### src/rtl/sap_microsequencer.sv
// Five-state T-counter microsequencer for the 8-bit accumulator CPU.
// Emits the control word from T-state, opcode and ALU flags.
module sap_microsequencer (
  input  logic        clk,
  input  logic        rst,
  input  logic        run,
  input  logic        step_req,
  input  logic [3:0]  opcode,
  input  logic        carry_flag,
  input  logic        zero_flag,
  output logic [15:0] ctrl_word,
  output logic [2:0]  t_state,
  output logic        tick,
  output logic        instr_done,
  output logic        halted
);

  localparam logic [15:0] HLT = 16'h8000;
  localparam logic [15:0] MI  = 16'h4000;
  localparam logic [15:0] RI  = 16'h2000;
  localparam logic [15:0] RO  = 16'h1000;
  localparam logic [15:0] IO  = 16'h0800;
  localparam logic [15:0] II  = 16'h0400;
  localparam logic [15:0] AI  = 16'h0200;
  localparam logic [15:0] AO  = 16'h0100;
  localparam logic [15:0] EO  = 16'h0080;
  localparam logic [15:0] SU  = 16'h0040;
  localparam logic [15:0] BI  = 16'h0020;
  localparam logic [15:0] OI  = 16'h0010;
  localparam logic [15:0] CE  = 16'h0008;
  localparam logic [15:0] CO  = 16'h0004;
  localparam logic [15:0] J   = 16'h0002;
  localparam logic [15:0] FI  = 16'h0001;

  typedef enum logic [2:0] {
    T0 = 3'd0,
    T1 = 3'd1,
    T2 = 3'd2,
    T3 = 3'd3,
    T4 = 3'd4
  } tstate_e;

  tstate_e state_q;
  logic    halted_q;
  logic    adv;
  logic    op_hlt;

  assign adv        = run | step_req;
  assign tick       = adv & ~halted_q;
  assign instr_done = tick & (state_q == T4);
  assign t_state    = state_q;
  assign halted     = halted_q;
  assign op_hlt     = (opcode == 4'hF);

  always_ff @(posedge clk) begin
    if (rst) begin
      state_q  <= T0;
      halted_q <= 1'b0;
    end else if (tick) begin
      // HLT freezes the sequencer back at T0 until reset
      if (state_q == T2 && op_hlt) begin
        state_q  <= T0;
        halted_q <= 1'b1;
      end else begin
        unique case (state_q)
          T0:      state_q <= T1;
          T1:      state_q <= T2;
          T2:      state_q <= T3;
          T3:      state_q <= T4;
          T4:      state_q <= T0;
          default: state_q <= T0;
        endcase
      end
    end
  end

  logic [15:0] w2, w3, w4;

  always_comb begin
    w2 = '0;
    w3 = '0;
    w4 = '0;
    unique case (opcode)
      4'h1: begin w2 = IO | MI; w3 = RO | AI; end
      4'h2: begin w2 = IO | MI; w3 = RO | BI; w4 = EO | AI | FI; end
      4'h3: begin w2 = IO | MI; w3 = RO | BI; w4 = EO | AI | SU | FI; end
      4'h4: begin w2 = IO | MI; w3 = AO | RI; end
      4'h5: w2 = IO | AI;
      4'h6: w2 = IO | J;
      4'h7: w2 = carry_flag ? (IO | J) : '0;
      4'h8: w2 = zero_flag ? (IO | J) : '0;
      4'hE: w2 = AO | OI;
      4'hF: w2 = HLT;
      default: ;
    endcase
  end

  always_comb begin
    ctrl_word = '0;
    if (!halted_q) begin
      unique case (state_q)
        T0:      ctrl_word = CO | MI;
        T1:      ctrl_word = RO | II | CE;
        T2:      ctrl_word = w2;
        T3:      ctrl_word = w3;
        T4:      ctrl_word = w4;
        default: ctrl_word = '0;
      endcase
    end
  end

endmodule

### config.mk
export PLATFORM = sky130hd
export DESIGN_NAME = sap_microsequencer
export DESIGN_NICKNAME = d
export VERILOG_FILES = /design/src/rtl/sap_microsequencer.sv
export SDC_FILE = /design/constraint.sdc
export NUM_CORES = 1
export LEC_CHECK = 0
export ABC_AREA = 1
export BUFFER_PORTS_ARGS = -buffer_cell sky130_fd_sc_hd__buf_4
export CORE_MARGIN = 1.5
export CORE_UTILIZATION = 37
export CTS_BUF_LIST = sky130_fd_sc_hd__clkbuf_16
export CTS_CLUSTER_DIAMETER = 40
export DETAILED_ROUTE_END_ITERATION = 7
export GPL_TIMING_DRIVEN = 0
export PLACE_DENSITY = 0.79
export SLEW_MARGIN = 20
export SYNTH_ARGS = -nofsm -noshare
export SYNTH_HDL_FRONTEND = slang
export SYNTH_SLANG_ARGS = --single-unit
### constraint.sdc
create_clock -name clk -period 0.9 [get_ports clk]
set_input_delay 0.09 -clock clk [delete_from_list [all_inputs] [get_ports clk]]
set_output_delay 0.09 -clock clk [all_outputs]
set_load 0.005 [all_outputs]
==> impl_summary.txt <==
----------------------------------------------------
[Status]
  Result of the run ... finished with violations
  Violated checks ... setup timing

[Clock network]
  Num CTS Buffers ... 3
  Number of buffers added to fix hold violations after cts ... 0
  CTS tree ... yes
  Sinks on Clock Net ... 4
  Clock slew at reported path FFs ... 30 ps
  Clock Latency Late Sink ... 230 ps
  H-tree depth ... 1
  Maximum count of clock buffers along a single path ... 2
  CTS Root Cell ... sky130_fd_sc_hd__clkbuf_16

[Power and ir drop]
  Power per unit of standard cell area ... 1340 nW/um2
  Peak supply drop ... 0.00101 V
  Standby leakage power ... 0.605 nW

[Synth]
  Adder and majority gate portion of the synthesized area ... 0%
  Count of flip-flops with a built-in enable after synthesis ... 0
  Most area-hungry cell type in the Yosys netlist ... sky130_fd_sc_hd__nand2_1
  Synth Area in XOR/XNOR ... 0%
  Leading post-synthesis cells by cell area ... sky130_fd_sc_hd__nand2_1 (15%), sky130_fd_sc_hd__nor2_1 (15%), sky130_fd_sc_hd__dfxtp_1 (15%)
  Ranking of synthesized cells by instance count ... sky130_fd_sc_hd__nand2_1 (22), sky130_fd_sc_hd__nor2_1 (22), sky130_fd_sc_hd__inv_1 (10), sky130_fd_sc_hd__nand3_1 (10), sky130_fd_sc_hd__inv_2 (6)
  Register bit total from synthesis ... 4
  Most used flip-flop cell after synthesis ... sky130_fd_sc_hd__dfxtp_1
  Compound-gate portion of the synthesized area ... 9.01%
  Syn Std Cell Area ... 542 um2
  Largest family of logic cells by synthesized area ... simple AND/OR/NAND/NOR gates
  Sequential share of the synthesized area ... 14.8%
  Mux share of post-synthesis cell area ... 0%
  Net count of the mapped netlist ... 115
  Synth unique cells ... 16
  Share of flip-flops with an asynchronous set or reset ... 0%
  Syn_area_per_cell ... 5.16 um2
  Post-Syn Instances ... 105
  Simple-gate share of the synthesized area ... 57.7%
  Total number of yosys warnings ... 0
  Top cell type's share of synthesized area ... 15.2%

[STA]
  Total count of hold-check failures in the final report ... 0
  Total of endpoints with negative setup slack in the final report ... 24
  Headroom to the max-slew limit ... 81.4%
  Number of max-slew violations in the final report ... 0
  Setup repair after global routing missed its margin ... true
  Worst-Margin Slew ... 279 ps
  Final critical path time including I/O delays and setup ... 1480 ps
  Final setup TNS ... -9010 ps
  Post-route fraction of the period consumed by the critical path ... 165%
  Final Skew ... 5.00 ps
  Worst hold margin ... 37.6 ps
  Achievable frequency ... 0.675 GHz
  Fin worst setup slack ... -583 ps

[Global routing]
  Pin count of the biggest net entering global routing ... 10
  Vias in the first global route ... 730
  Global-route usage over all layers ... 28.5%
  Grt ovf ... 0
  First-pass GRT wire length ... 3020 um
  Number of antenna violations at the first check in global routing ... 0

[Detailed routing]
  Post-DR wirelength/cell ... 18.2 um
  Ratio of routed vias to standard cells ... 5.76
  1st-iter DRT viols ... 75
  Detailed Routing Iterations Pass 1 ... 4
  WL final ... 3060 um
  Remaining antenna violation count ... 0
  DRC violation count after routing ... 0
  Number of vias in the routed layout ... 968

[Setup path]
  Endpoint kind of the worst setup timing path ... output port
  Kind of critical path ... flop to output port
  Critical Path AT ... 1390 ps
  CP max FO ... 7
  CP Data Required Time ... 810 ps
  Launching element type of the critical path ... flop

[Place]
  Port Buf Inserts ... 30
  Placed Area ... 852 um2
  Pre-CTS setup slack ... -285 ps
  Routability congestion estimate ... 0.842
  Post-DP HPWL ... 1230 um
  Number of placed instances, taps included ... 150

[Floorplan]
  Standard cell core area ... 1330 um2
  I/O pin count ... 32
  Initial cell density of the core ... 40.6%
  Width of the die ... 41.3 um
  Height of the die ... 41.3 um
  Number of core rows ... 13
  Die area ... 1700 um2

[Final layout]
  Non-filler instance count after layout ... 168
  Area occupied by multi-input gates ... 493 um2
  Relative area change from synthesis to final layout ... 118%
  Share of layout cells above drive strength 1 ... 62.7%
  Layout Nets ... 164
  Fill cells ... 59
  Final standard cell area without fillers ... 1180 um2
  Number of antenna diodes ... 0
  Storage cell area ... 87.6 um2

[Job]
  Max-Cap Viols ... 0

[Worst hold path]
  HP Class ... input port to flop

----------------------------------------------------
## timing repair
action	4_1_cts	5_1_grt
hold endpoints to repair	0	0
buffers inserted	9	4
pin swaps	5	8
setup endpoints to repair	22	23
resized for setup	16	19
gates cloned	1	0
## metal layers
metal | part of all wire (%) | vias to the layer above | track usage [%] | routed length, um
met5 | 0 | - | 0 | 0
met2 | 50 | 87 | 48.8 | 1520
met4 | 3.4 | 0 | 14.5 | 105
met3 | 8.9 | 16 | 10.9 | 273
met1 | 38 | 439 | 30.0 | 1160
li1 | - | 426 | - | -
## stage by stage
step / utilization [%] / total power [mW]
final: 88.4 / 1.58
after global placement: 63.9 / 0.619
after floorplan: - / 0.460
after detailed placement: 63.9 / 0.628
after global routing: 88.4 / 1.64
after CTS: 81.1 / 1.44
## worst max-delay path: stages, from the launching register on
cell                      delay (ps)
sky130_fd_sc_hd__dfxtp_2         330
sky130_fd_sc_hd__buf_6           140
sky130_fd_sc_hd__nand2_1          70
sky130_fd_sc_hd__nor2_2          180
sky130_fd_sc_hd__nand2_1         120
sky130_fd_sc_hd__nand3_2          90
sky130_fd_sc_hd__nand2_2          60
sky130_fd_sc_hd__inv_1            70
sky130_fd_sc_hd__buf_4           110
## cell type report
class	instances	area share, %
Inverter	16	6.58
Multi-Input combinational cell	79	41.8
Clock buffer	3	6.37
Tap cell	15	1.59
Buffer	6	4.88
Sequential cell	4	7.43
Timing Repair Buffer	44	31.0
Clock inverter	1	0.318
## cells in the final DEF (no fill, tap or decap)
cell type | Yosys | layout
sky130_fd_sc_hd__nor2_2 | 2 | 6
sky130_fd_sc_hd__a21oi_2 | 1 | 2
sky130_fd_sc_hd__nand3_1 | 10 | 5
sky130_fd_sc_hd__inv_2 | 6 | 3
sky130_fd_sc_hd__nor4_1 | 3 | 1
sky130_fd_sc_hd__clkbuf_16 | 0 | 3
sky130_fd_sc_hd__nand2_2 | 5 | 9
sky130_fd_sc_hd__nand3_2 | 0 | 4
sky130_fd_sc_hd__nor2_4 | 0 | 2
sky130_fd_sc_hd__a21oi_1 | 3 | 2
sky130_fd_sc_hd__buf_4 | 4 | 39
sky130_fd_sc_hd__buf_6 | 0 | 8
sky130_fd_sc_hd__nand3_4 | 0 | 1
sky130_fd_sc_hd__nor2_1 | 22 | 16
sky130_fd_sc_hd__inv_8 | 0 | 1
sky130_fd_sc_hd__inv_6 | 0 | 1
sky130_fd_sc_hd__nor3_2 | 1 | 4
sky130_fd_sc_hd__buf_12 | 0 | 1
sky130_fd_sc_hd__buf_8 | 0 | 1
sky130_fd_sc_hd__o21ai_0 | 5 | 3
sky130_fd_sc_hd__dfxtp_2 | 0 | 3
sky130_fd_sc_hd__nor4_4 | 0 | 1
sky130_fd_sc_hd__nand2_1 | 22 | 16
sky130_fd_sc_hd__nand2_8 | 0 | 1
sky130_fd_sc_hd__dfxtp_4 | 0 | 1
sky130_fd_sc_hd__o21ai_1 | 0 | 2
sky130_fd_sc_hd__inv_4 | 0 | 2
sky130_fd_sc_hd__nor3_1 | 5 | 2
sky130_fd_sc_hd__buf_2 | 2 | 1
sky130_fd_sc_hd__nor4_2 | 0 | 1
sky130_fd_sc_hd__nand2_4 | 0 | 1
sky130_fd_sc_hd__inv_1 | 10 | 10
## state kept, by name, indices dropped and copies added, names as in the netlist
register and flops:
halted 1, t_state 3
## power by group
part | total (mW) | internal, mW | leakage [nW] | switching, mW
Clock | 0.739 | 0.577 | 0.0423 | 0.162
Combinational | 0.627 | 0.294 | 0.528 | 0.333
Sequential | 0.210 | 0.195 | 0.0347 | 0.0144
Total | 1.58 | 1.07 | 0.605 | 0.510
## kinds of logic after synthesis
| family | Yosys count |
|---|---|
| compound gates | 9 |
| buf+inv | 22 |
| flops | 4 |
| simple gates | 70 |
## worst paths after layout
kind | startpoint | endpoint | slack, ps | depth (start not counted)
min | rst | halted$_SDFFE_PP0P_ | 40 | 2
max | t_state[1]$_SDFFE_PP0P_ | ctrl_word[9] | -580 | 8
min reg2reg | t_state[2]$_SDFFE_PP0P_ | t_state[2]$_SDFFE_PP0P_ | 570 | 2
max reg2reg | t_state[1]$_SDFFE_PP0P_ | halted$_SDFFE_PP0P_ | -280 | 6
(Power assumes the default switching activity.)
